==> src/rtl/mips_multicycle_ctrl.sv <==
// Main control FSM for the multicycle MIPS core: sequences the shared datapath
// through fetch/decode/execute, decodes ALU operations and counts retired instructions.
module mips_multicycle_ctrl #(
    parameter int CNT_W = 32
) (
    input  logic             CLK,
    input  logic             Reset,
    input  logic [5:0]       Op,
    input  logic [5:0]       Funct,
    input  logic             Zero,
    output logic             IorD,
    output logic             MemWrite,
    output logic             IRWrite,
    output logic             RegDst,
    output logic             MemtoReg,
    output logic             RegWrite,
    output logic             ALUSrcA,
    output logic [1:0]       ALUSrcB,
    output logic [2:0]       ALUControl,
    output logic [1:0]       PCSrc,
    output logic             PCEn,
    output logic [3:0]       Stat,
    output logic [CNT_W-1:0] InstrCount
);

    localparam logic [3:0] S_FETCH    = 4'd0;
    localparam logic [3:0] S_DECODE   = 4'd1;
    localparam logic [3:0] S_MEMADR   = 4'd2;
    localparam logic [3:0] S_MEMRD    = 4'd3;
    localparam logic [3:0] S_MEMWB    = 4'd4;
    localparam logic [3:0] S_MEMWR    = 4'd5;
    localparam logic [3:0] S_EXECUTE  = 4'd6;
    localparam logic [3:0] S_ALUWB    = 4'd7;
    localparam logic [3:0] S_BRANCH   = 4'd8;
    localparam logic [3:0] S_ADDIEXEC = 4'd9;
    localparam logic [3:0] S_ADDIWB   = 4'd10;
    localparam logic [3:0] S_JUMP     = 4'd11;

    localparam logic [5:0] OP_RTYPE = 6'b000000;
    localparam logic [5:0] OP_LW    = 6'b100011;
    localparam logic [5:0] OP_SW    = 6'b101011;
    localparam logic [5:0] OP_BEQ   = 6'b000100;
    localparam logic [5:0] OP_ADDI  = 6'b001000;
    localparam logic [5:0] OP_J     = 6'b000010;

    logic [3:0]       state_q, state_d;
    logic [CNT_W-1:0] cnt_q, cnt_d;
    logic             retire;
    logic             pc_write;
    logic             branch;
    logic [1:0]       alu_op;

    always_ff @(posedge CLK or negedge Reset) begin
        if (!Reset) begin
            state_q <= S_FETCH;
            cnt_q   <= '0;
        end else begin
            state_q <= state_d;
            cnt_q   <= cnt_d;
        end
    end

    always_comb begin
        state_d = S_FETCH;
        case (state_q)
            S_FETCH: state_d = S_DECODE;
            S_DECODE: begin
                case (Op)
                    OP_LW, OP_SW: state_d = S_MEMADR;
                    OP_RTYPE:     state_d = S_EXECUTE;
                    OP_BEQ:       state_d = S_BRANCH;
                    OP_ADDI:      state_d = S_ADDIEXEC;
                    OP_J:         state_d = S_JUMP;
                    default:      state_d = S_FETCH;
                endcase
            end
            S_MEMADR:   state_d = (Op == OP_LW) ? S_MEMRD : S_MEMWR;
            S_MEMRD:    state_d = S_MEMWB;
            S_EXECUTE:  state_d = S_ALUWB;
            S_ADDIEXEC: state_d = S_ADDIWB;
            default:    state_d = S_FETCH;
        endcase
    end

    // Every terminal state returns to FETCH, so leaving one retires an instruction.
    always_comb begin
        case (state_q)
            S_MEMWB, S_MEMWR, S_ALUWB, S_BRANCH, S_ADDIWB, S_JUMP: retire = 1'b1;
            default: retire = 1'b0;
        endcase
        cnt_d = retire ? cnt_q + CNT_W'(1) : cnt_q;
    end

    always_comb begin
        IorD     = 1'b0;
        MemWrite = 1'b0;
        IRWrite  = 1'b0;
        RegDst   = 1'b0;
        MemtoReg = 1'b0;
        RegWrite = 1'b0;
        ALUSrcA  = 1'b0;
        ALUSrcB  = 2'b00;
        PCSrc    = 2'b00;
        alu_op   = 2'b00;
        pc_write = 1'b0;
        branch   = 1'b0;
        case (state_q)
            S_FETCH: begin
                ALUSrcB  = 2'b01;
                IRWrite  = 1'b1;
                pc_write = 1'b1;
            end
            S_DECODE: ALUSrcB = 2'b11;
            S_MEMADR, S_ADDIEXEC: begin
                ALUSrcA = 1'b1;
                ALUSrcB = 2'b10;
            end
            S_MEMRD: IorD = 1'b1;
            S_MEMWB: begin
                MemtoReg = 1'b1;
                RegWrite = 1'b1;
            end
            S_MEMWR: begin
                IorD     = 1'b1;
                MemWrite = 1'b1;
            end
            S_EXECUTE: begin
                ALUSrcA = 1'b1;
                alu_op  = 2'b10;
            end
            S_ALUWB: begin
                RegDst   = 1'b1;
                RegWrite = 1'b1;
            end
            S_BRANCH: begin
                ALUSrcA = 1'b1;
                alu_op  = 2'b01;
                PCSrc   = 2'b01;
                branch  = 1'b1;
            end
            S_ADDIWB: RegWrite = 1'b1;
            S_JUMP: begin
                PCSrc    = 2'b10;
                pc_write = 1'b1;
            end
            default: ;
        endcase
    end

    always_comb begin
        case (alu_op)
            2'b01: ALUControl = 3'b110;
            2'b10: begin
                case (Funct)
                    6'b100000: ALUControl = 3'b010;
                    6'b100010: ALUControl = 3'b110;
                    6'b100100: ALUControl = 3'b000;
                    6'b100101: ALUControl = 3'b001;
                    6'b101010: ALUControl = 3'b111;
                    default:   ALUControl = 3'b010;
                endcase
            end
            default: ALUControl = 3'b010;
        endcase
    end

    assign PCEn       = pc_write | (branch & Zero);
    assign Stat       = state_q;
    assign InstrCount = cnt_q;

endmodule

==> config.mk <==
export PLATFORM = sky130hd
export DESIGN_NAME = mips_multicycle_ctrl
export DESIGN_NICKNAME = d
export VERILOG_FILES = /design/src/rtl/mips_multicycle_ctrl.sv
export SDC_FILE = /design/constraint.sdc
export NUM_CORES = 1
export LEC_CHECK = 0
export ABC_AREA = 0
export CORE_AREA = 3 3 71 73
export DETAILED_ROUTE_END_ITERATION = 16
export DIE_AREA = 0 0 74 76
export HOLD_SLACK_MARGIN = 0.15
export PLACE_DENSITY_LB_ADDON = 0.25
export SETUP_SLACK_MARGIN = 0.4
export SLEW_MARGIN = 20
export SYNTH_ARGS = -nofsm -noshare
export SYNTH_HDL_FRONTEND = slang
export SYNTH_SLANG_ARGS = --single-unit
==> constraint.sdc <==
create_clock -name CLK -period 3.8 [get_ports CLK]
set_clock_uncertainty 0.05 [all_clocks]
set_input_delay 0.57 -clock CLK [delete_from_list [all_inputs] [get_ports CLK]]
set_output_delay 0.57 -clock CLK [all_outputs]
set_load 0.005 [all_outputs]
**Word-level counts from Yosys, hierarchy flattened**

Cells that the tools add are included.

- Muxes and demuxes: 18
- Reductions and logical operators: 9
- Bitwise operators: 2
- Equal/unequal tests: 22
- Add/subtract/negate cells: 1

Operators by type and width:

| operator | count |
|---|---|
| 6-bit equality test, second input constant | 6 |
| 32-bit by 1-bit adder with 32-bit output, second input constant | 1 |
| 4-bit case mux with 6 select lines | 1 |
| 4-bit case mux with 5 select lines | 1 |
| 4-bit by 3-bit equality test with 1-bit output, second input constant | 4 |
| 4-bit equality test, second input constant | 4 |
| 3-bit case mux with 4 select lines | 1 |
| 1-bit 2-to-1 mux | 10 |
| 4-bit by 2-bit equality test with 1-bit output, second input constant | 2 |
| 2-bit case mux with 2 select lines | 2 |
| 2-bit OR reduction | 4 |
| 6-bit by 2-bit equality test with 1-bit output, second input constant | 1 |
| 6-bit by 3-bit equality test with 1-bit output, second input constant | 1 |
| 6-bit by 4-bit equality test with 1-bit output, second input constant | 1 |
| 6-bit zero test | 1 |
| 2-bit case mux with 3 select lines | 1 |
| 3-bit case mux with 2 select lines | 1 |
| 6-bit OR reduction | 1 |
| 4-bit by 1-bit equality test with 1-bit output, second input constant | 1 |
| 4-bit zero test | 1 |
| 4-bit OR reduction | 1 |
| 3-bit 2-to-1 mux | 1 |
| 3-bit OR reduction | 1 |
| 2-bit by 1-bit equality test with 1-bit output, second input constant | 1 |
| 3 further kinds | 3 |

- Output and inout port bits: 51
- Register bits: 36
- Word-level logic and storage cells: 54

**Longest topological paths before layout**

Gate-level depths: netlist (run 1).

- Word-level depth: 4
- Gate-level depth with buffers: 7
- Depth with buffers taken out: 7

**Least setup slack after synthesis (run 1)**

Ideal clock, no wire load.

- Kind: register to output
- Start point: register state_q[1], in the netlist Stat[1]
- End point: output port ALUControl[0]
- Arrival time: 1.621 ns
- Buffers on the path: 1
- Slack: 1.559 ns
- Stages on the path, launching flop included: 8
- Cell sequence: dfrtp_1 -> buf_1 -> nand3_1 -> inv_1 -> ha_1 -> inv_1 -> nor4_1 -> a32o_1

- Longest elaborated chain between the ends: 4
- Elaborated cells on any way between the ends: 6
- Classes of those cells: 4 x eq/ne; 2 x mux

Ends and longest elaborated chain:

| what | RTL line | source |
|---|---|---|
| from (decl) | 46 | `logic [3:0] state_q, state_d;` |
| from (signal assigned) | 58 | `state_q <= state_d;` |
| 4-bit equality test or 4-bit by 3-bit equality test with 1-bit output (tied branches) | 107 | `case (state_q)` |
| 2-bit case mux with 2 select lines * | 107 |  |
| 2-bit equality test or 2-bit by 1-bit equality test with 1-bit output (tied branches) | 151 | `case (alu_op)` |
| 3-bit case mux with 2 select lines * | 151 |  |
| to (decl) | 19 | `output logic [2:0] ALUControl,` |

Every way passes the cells marked *; elsewhere a longest branch is shown, timed or not.

**Final worst setup path (run 1)**

Same ends and word-level chain as after synthesis.

==> results of run 1 <==
through the flow:
stage               total power, W  setup WS (ns)  instances
finish                     0.00114          0.633        330
global route               0.00122          0.431        330
CTS                        0.00115          0.532        330
detailed placement        0.000823          0.846        322
global placement          0.000820          0.885        322
floorplan                 0.000634           1.56        210
metal layers:
metal / routed length [µm] / vias to the layer above / track usage [%]
li1: - / 876 / -
met1: 2100 / 830 / 23.9
met3: 219 / 7 / 4.22
met5: 0 / - / 0
met4: 65 / 0 / 5.43
met2: 2200 / 49 / 27.4
placed cells by master, fill, tap and decap left out, drive strengths merged, types with 2 or more instances in the layout:
cell type	n
o32ai	2
dfrtp	36
clkdlybuf4s50	64
and3	5
xnor2	16
a21oi	5
nand3	17
nand2b	6
clkbuf	6
or2	2
o21ai	4
nand4	4
inv	11
nor4	12
nor2b	3
nand2	16
o21a	2
and2	2
nor3	12
xor2	17
ha	4
nor2	16
cell type report:
class | count | share of cell area, %
inverter | 11 | 1.47
clock inverter | 2 | 1.25
sequential | 36 | 32.1
timing repair buffer | 65 | 23.0
clock buffer | 6 | 2.58
tap | 52 | 2.32
multi-input combinational | 158 | 37.3
cells by family (layout without fill, tap and decap cells):
| family | Yosys count | count (layout) | synth area share [%] |
|---|---|---|---|
| AND/OR/NAND/NOR | 98 | 98 | 27.3 |
| flip-flops | 36 | 36 | 44.9 |
| XOR/XNOR | 33 | 33 | 14.4 |
| AO/OA/AOI/OAI | 23 | 23 | 7.98 |
| buffers and inverters | 16 | 84 | 2.99 |
| adder cells (fa/ha/maj) | 4 | 4 | 2.49 |
path summary, 6_finish.rpt:
| check | startpoint | to | depth (start not counted) |
|---|---|---|---|
| worst max-delay path | Stat[1] | ALUControl[0] | 7 |
| worst min register to register | InstrCount[31] | InstrCount[31] | 1 |
| min in group CLK | InstrCount[31] | InstrCount[31] | 1 |
| worst max register to register | Stat[1] | InstrCount[25] | 5 |
| worst min-delay path | Reset | InstrCount[31] | 1 |
| max in group asynchronous | Reset | Stat[3] | 1 |
synthesized netlist by cell type (all sizes together) (3+ instances only):
master / n / area, µm²
nand3: 17 / 85.1
dfrtp: 36 / 901
ha: 4 / 50.1
inv: 11 / 41.3
nand4: 4 / 55.1
xor2: 17 / 149
nor3: 12 / 60.1
nand2: 16 / 60.1
nor2b: 3 / 18.8
nand2b: 6 / 37.5
o21ai: 4 / 20.0
a21oi: 5 / 25.0
and3: 5 / 31.3
xnor2: 16 / 140
clkbuf: 4 / 15.0
nor4: 12 / 90.1
nor2: 16 / 60.1
power groups by stage:
stage	Clock, W	Sequential (W)	Combinational, W
after floorplan	0	0.000469	0.000166
after global placement	0	0.000496	0.000323
after detailed placement	0	0.000498	0.000325
after CTS	0.000337	0.000491	0.000326
after global routing	0.000355	0.000504	0.000358
final	0.000330	0.000493	0.000322
critical path, delay by kind of cell (launching register included):
| kind | cells | cell delay (ns) |
|---|---|---|
| compound gates | 1 | 0.18 |
| flops | 1 | 0.63 |
| buf+inv | 3 | 0.76 |
| fa+ha+maj | 1 | 0.18 |
| simple gates | 2 | 0.52 |
state kept, by name (all words and copies together) (netlist names):
name        cells
InstrCount     32
Stat            4
==> flow_summary.toml, run 1 <==
[sta]
fin_crit_ns = 3.17
hold_viol_final = 0
setup_violations = 0
timing.fmax_mhz = 316
fin_crit_sh_pct = 83.3
rsz0062_at_grt = "no"
whs_ns = 0.300
worst_slew_pin_slew_ns = 0.771
slew_headroom_pct = 48.6
maxSlewViolCount = 0
final.setup.tns_ns = 0

[power]
switching_share_pct = 30.4
p_leak_nw = 1.21
p_sw_w = 0.000348
seq_power_share_pct = 43.1
power_density_mw_per_mm2 = 407
internal_power_w = 0.000796
ir_drop_mv = 0.356
clockPowerShare_pct = 28.8
combPwrFrac_pct = 28.1

[routing]
viasPerCell = 5.34
antenna_left = 0
route.detailed.drc = 0
first_iter_violations = 115
firstDrtPassIters = 4
routed_wl_um = 4580
wl_per_cell_um = 13.9
num_vias = 1762

[yosys]
synth_cell_types = 38
synth-edff-count = 0
ys_ff_latch = 36
async_reset_ff_share_pct = 100
postSynthCellCount = 210
syn_nets = 229
syn_area_mm2 = 0.00201
yosys_warnings = 0
synthFlopType = "dfrtp_1"
ys_seq_area_share_pct = 44.9
avgSynthCellArea_um2 = 9.56

[cts]
clock_latency_ns = 0.29
post_cts_buffers = 0
post_cts_resize_count = 0
cts_max_level = 2
clock_sinks = 36
cts_made_buffers = 5
cts_tree = "yes"
clock-root-buffer = "clkbuf_8"
cts_hold_buf = 0
ctsLongestPathBuffers = 2
clk_pin_slew_ns = 0.07

[setup_path]
critical_path.most_common_cell = "inv_1"
crit_slowest_cell = "dfrtp_1"
path_cells = "inv_1, nand3_1, ha_1, inv_1, nor4_1, a32o_1, clkdlybuf4s50_1"
critPathRequiredTime_ns = 3.18
crit_type = "flop to output pin"
worst-r2r-setup-slack_ns = 1.59
critPathMaxFanout = 15
setup.worst_path.start_class = "flop"
endpoint_kind = "output pin"
worstPathArrival_ns = 2.55
slowest_delay_ns = 0.63

[hold_path]
hold_path_class = "input pin to async pin"

[placement]
dp_hpwl_um = 3450
placed_cell_area_mm2 = 0.00270
routabilityCongestion = 0.850
portBuffers = 65

[cells_and_area]
antennaDiodeCount = 0
multi_input_area_mm2 = 0.00105
nNetsFinal = 296
drive_above_1_share_pct = 6.12
syn_to_final_growth_pct = 39.9
n_fill_cell = 371
regArea_um2 = 903
fin_area_mm2 = 0.00281
final_util_pct = 63.7

[grt]
antenna_found_initial = 0
grt_max_degree = 37
grt_pass1_wl_um = 7890
grt_usage_pct = 17.6
gr-total-overflow = 0
grt_pass1_vias = 1688

[floorplan]
ios = 66
coreArea_mm2 = 0.00441
die_area_mm2 = 0.00562
die_w_um = 74
initial_core_util_pct = 45.5
die_height_um = 76
fp-row-count = 24

[run]
cap_viol_max_count = 0

[outcome]
status = "finished, final reports clean"
Note: power is estimated with default switching activity, not from simulation.
==> run 2, diff against run 1 <==
CORE_AREA = 3 3 74 76   (was 3 3 71 73)
DIE_AREA = 0 0 77 79   (was 0 0 74 76)
clock period = 2.9 ns   (was 3.8 ns; I/O delays follow)
==> run 2 against run 1 <==
Compared with the run above:
- routed wire length is 6.3% higher
- register-to-register slack got worse by 0.91 ns
- non-clock buffer count is 10 higher
- worst setup slack lost 0.31 ns
- largest cell class unchanged
==> flow_summary.toml, run 2 (same netlist as run 1, synthesis figures left out) <==
[outcome]
status = "finished, final reports clean"

[cts]
cts_max_level = 2
clock-root-buffer = "clkbuf_8"
ctsLongestPathBuffers = 2
clock_sinks = 36
cts_made_buffers = 5
clk_pin_slew_ns = 0.07
clock_latency_ns = 0.29
cts_tree = "yes"

[sta]
whs_ns = 0.170
hold_viol_final = 0
fin_ws_ns = 0.328
worst_slew_pin_slew_ns = 0.785
maxSlewViolCount = 0
fin_crit_ns = 2.57
timing.fmax_mhz = 389
fin_crit_sh_pct = 88.7
rsz0062_at_grt = "yes"
setup_violations = 0
slew_headroom_pct = 47.7
final.setup.tns_ns = 0

[setup_path]
endpoint_kind = "output pin"
critPathMaxFanout = 6
setup.worst_path.start_class = "flop"
critPathRequiredTime_ns = 2.41
worstPathArrival_ns = 2.09
crit_type = "flop to output pin"

[routing]
viasPerCell = 5.16
antenna_left = 0
routed_wl_um = 4870
route.detailed.drc = 0
first_iter_violations = 67
num_vias = 1831
wl_per_cell_um = 13.7
firstDrtPassIters = 4

[grt]
gr-total-overflow = 0
grt_usage_pct = 16.3
grt_max_degree = 37
grt_pass1_vias = 1730
grt_pass1_wl_um = 7910
antenna_found_initial = 0

[power]
ir_drop_mv = 0.333
power_density_mw_per_mm2 = 504
p_leak_nw = 1.31

[placement]
pre_cts_slack_ns = 0.189
portBuffers = 65
dp_hpwl_um = 3660
routabilityCongestion = 0.804
dp.cells = 342

[hold_path]
hold_path_class = "input pin to async pin"

[cells_and_area]
final_common_cell = "clkdlybuf4s50_1"
final_util_pct = 61.0
drive_above_1_share_pct = 12.8
final_cell_mix = "59 x clkdlybuf4s50_1, 36 x dfrtp_1, 17 x xor2_1"
syn_to_final_growth_pct = 45.3
largest_register_ffs = 32
layoutNonFillerInstCount = 355
antennaDiodeCount = 0
nNetsFinal = 306

[floorplan]
ios = 66
fp-row-count = 25
die_height_um = 79
die_w_um = 77
die_area_mm2 = 0.00608
initial_core_util_pct = 42.0
coreArea_mm2 = 0.00479

[run]
cap_viol_max_count = 0
==> run 2: layout make-up <==
| cell class | instances | area [µm²] |
|---|---|---|
| multi-input cells | 158 | 1080 |
| clock inverters | 2 | 10.0 |
| fillers | 416 | 1870 |
| well taps | 67 | 83.8 |
| clock buffers | 6 | 82.6 |
| flip-flops and latches | 36 | 901 |
| inverters | 11 | 41.3 |
| repair buffers | 75 | 718 |
==> run 2: what timing repair did <==
action	4_1_cts	5_1_grt
setup buffers	3	2
setup endpoints to repair	5	4
pin swaps	2	2
gates resized for setup	7	11
hold buffers	0	0
==> run 2: stage by stage <==
| step | area, µm² | power (W) |
|---|---|---|
| after floorplan | 2010 | 0.000831 |
| after global placement | 2760 | 0.00110 |
| after detailed placement | 2760 | 0.00111 |
| after CTS | 2890 | 0.00148 |
| after global routing | 2920 | 0.00155 |
| final | 2920 | 0.00147 |
==> run 2: power by group <==
group	internal, W	switching (W)	total, W
Combinational	0.000264	0.000231	0.000496
Clock	0.000189	0.000181	0.000370
Sequential	0.000541	0.0000627	0.000604
==> run 2: routing by layer <==
layer  part of all wire, %  vias up  GRT usage (%)
li1                      -      899              -
met1                    46      877           20.1
met2                    47       45           26.5
met3                   4.0       10           3.51
met4                   2.9        0           9.43
met5                     0        -              0
==> run 2: worst max-delay path: stages (launching register included) <==
cell and delay, ns:
dfrtp_1 0.46, inv_2 0.14, nand3_1 0.13, ha_1 0.33, nor2b_1 0.13, o21ai_0 0.07, clkdlybuf4s50_1 0.54
==> run 2: path summary, 6_finish.rpt <==
| path | cells after the start | endpoint | from | slack, ns |
|---|---|---|---|---|
| max in group asynchronous | 1 | InstrCount[21] | Reset | 2.13 |
| setup / recovery | 6 | ALUControl[1] | Stat[1] | 0.33 |
| min in group CLK | 1 | InstrCount[31] | InstrCount[31] | 0.41 |
| setup reg to reg | 6 | InstrCount[25] | Stat[1] | 0.68 |
| hold reg to reg | 1 | InstrCount[31] | InstrCount[31] | 0.41 |
| hold / removal | 1 | InstrCount[30] | Reset | 0.17 |
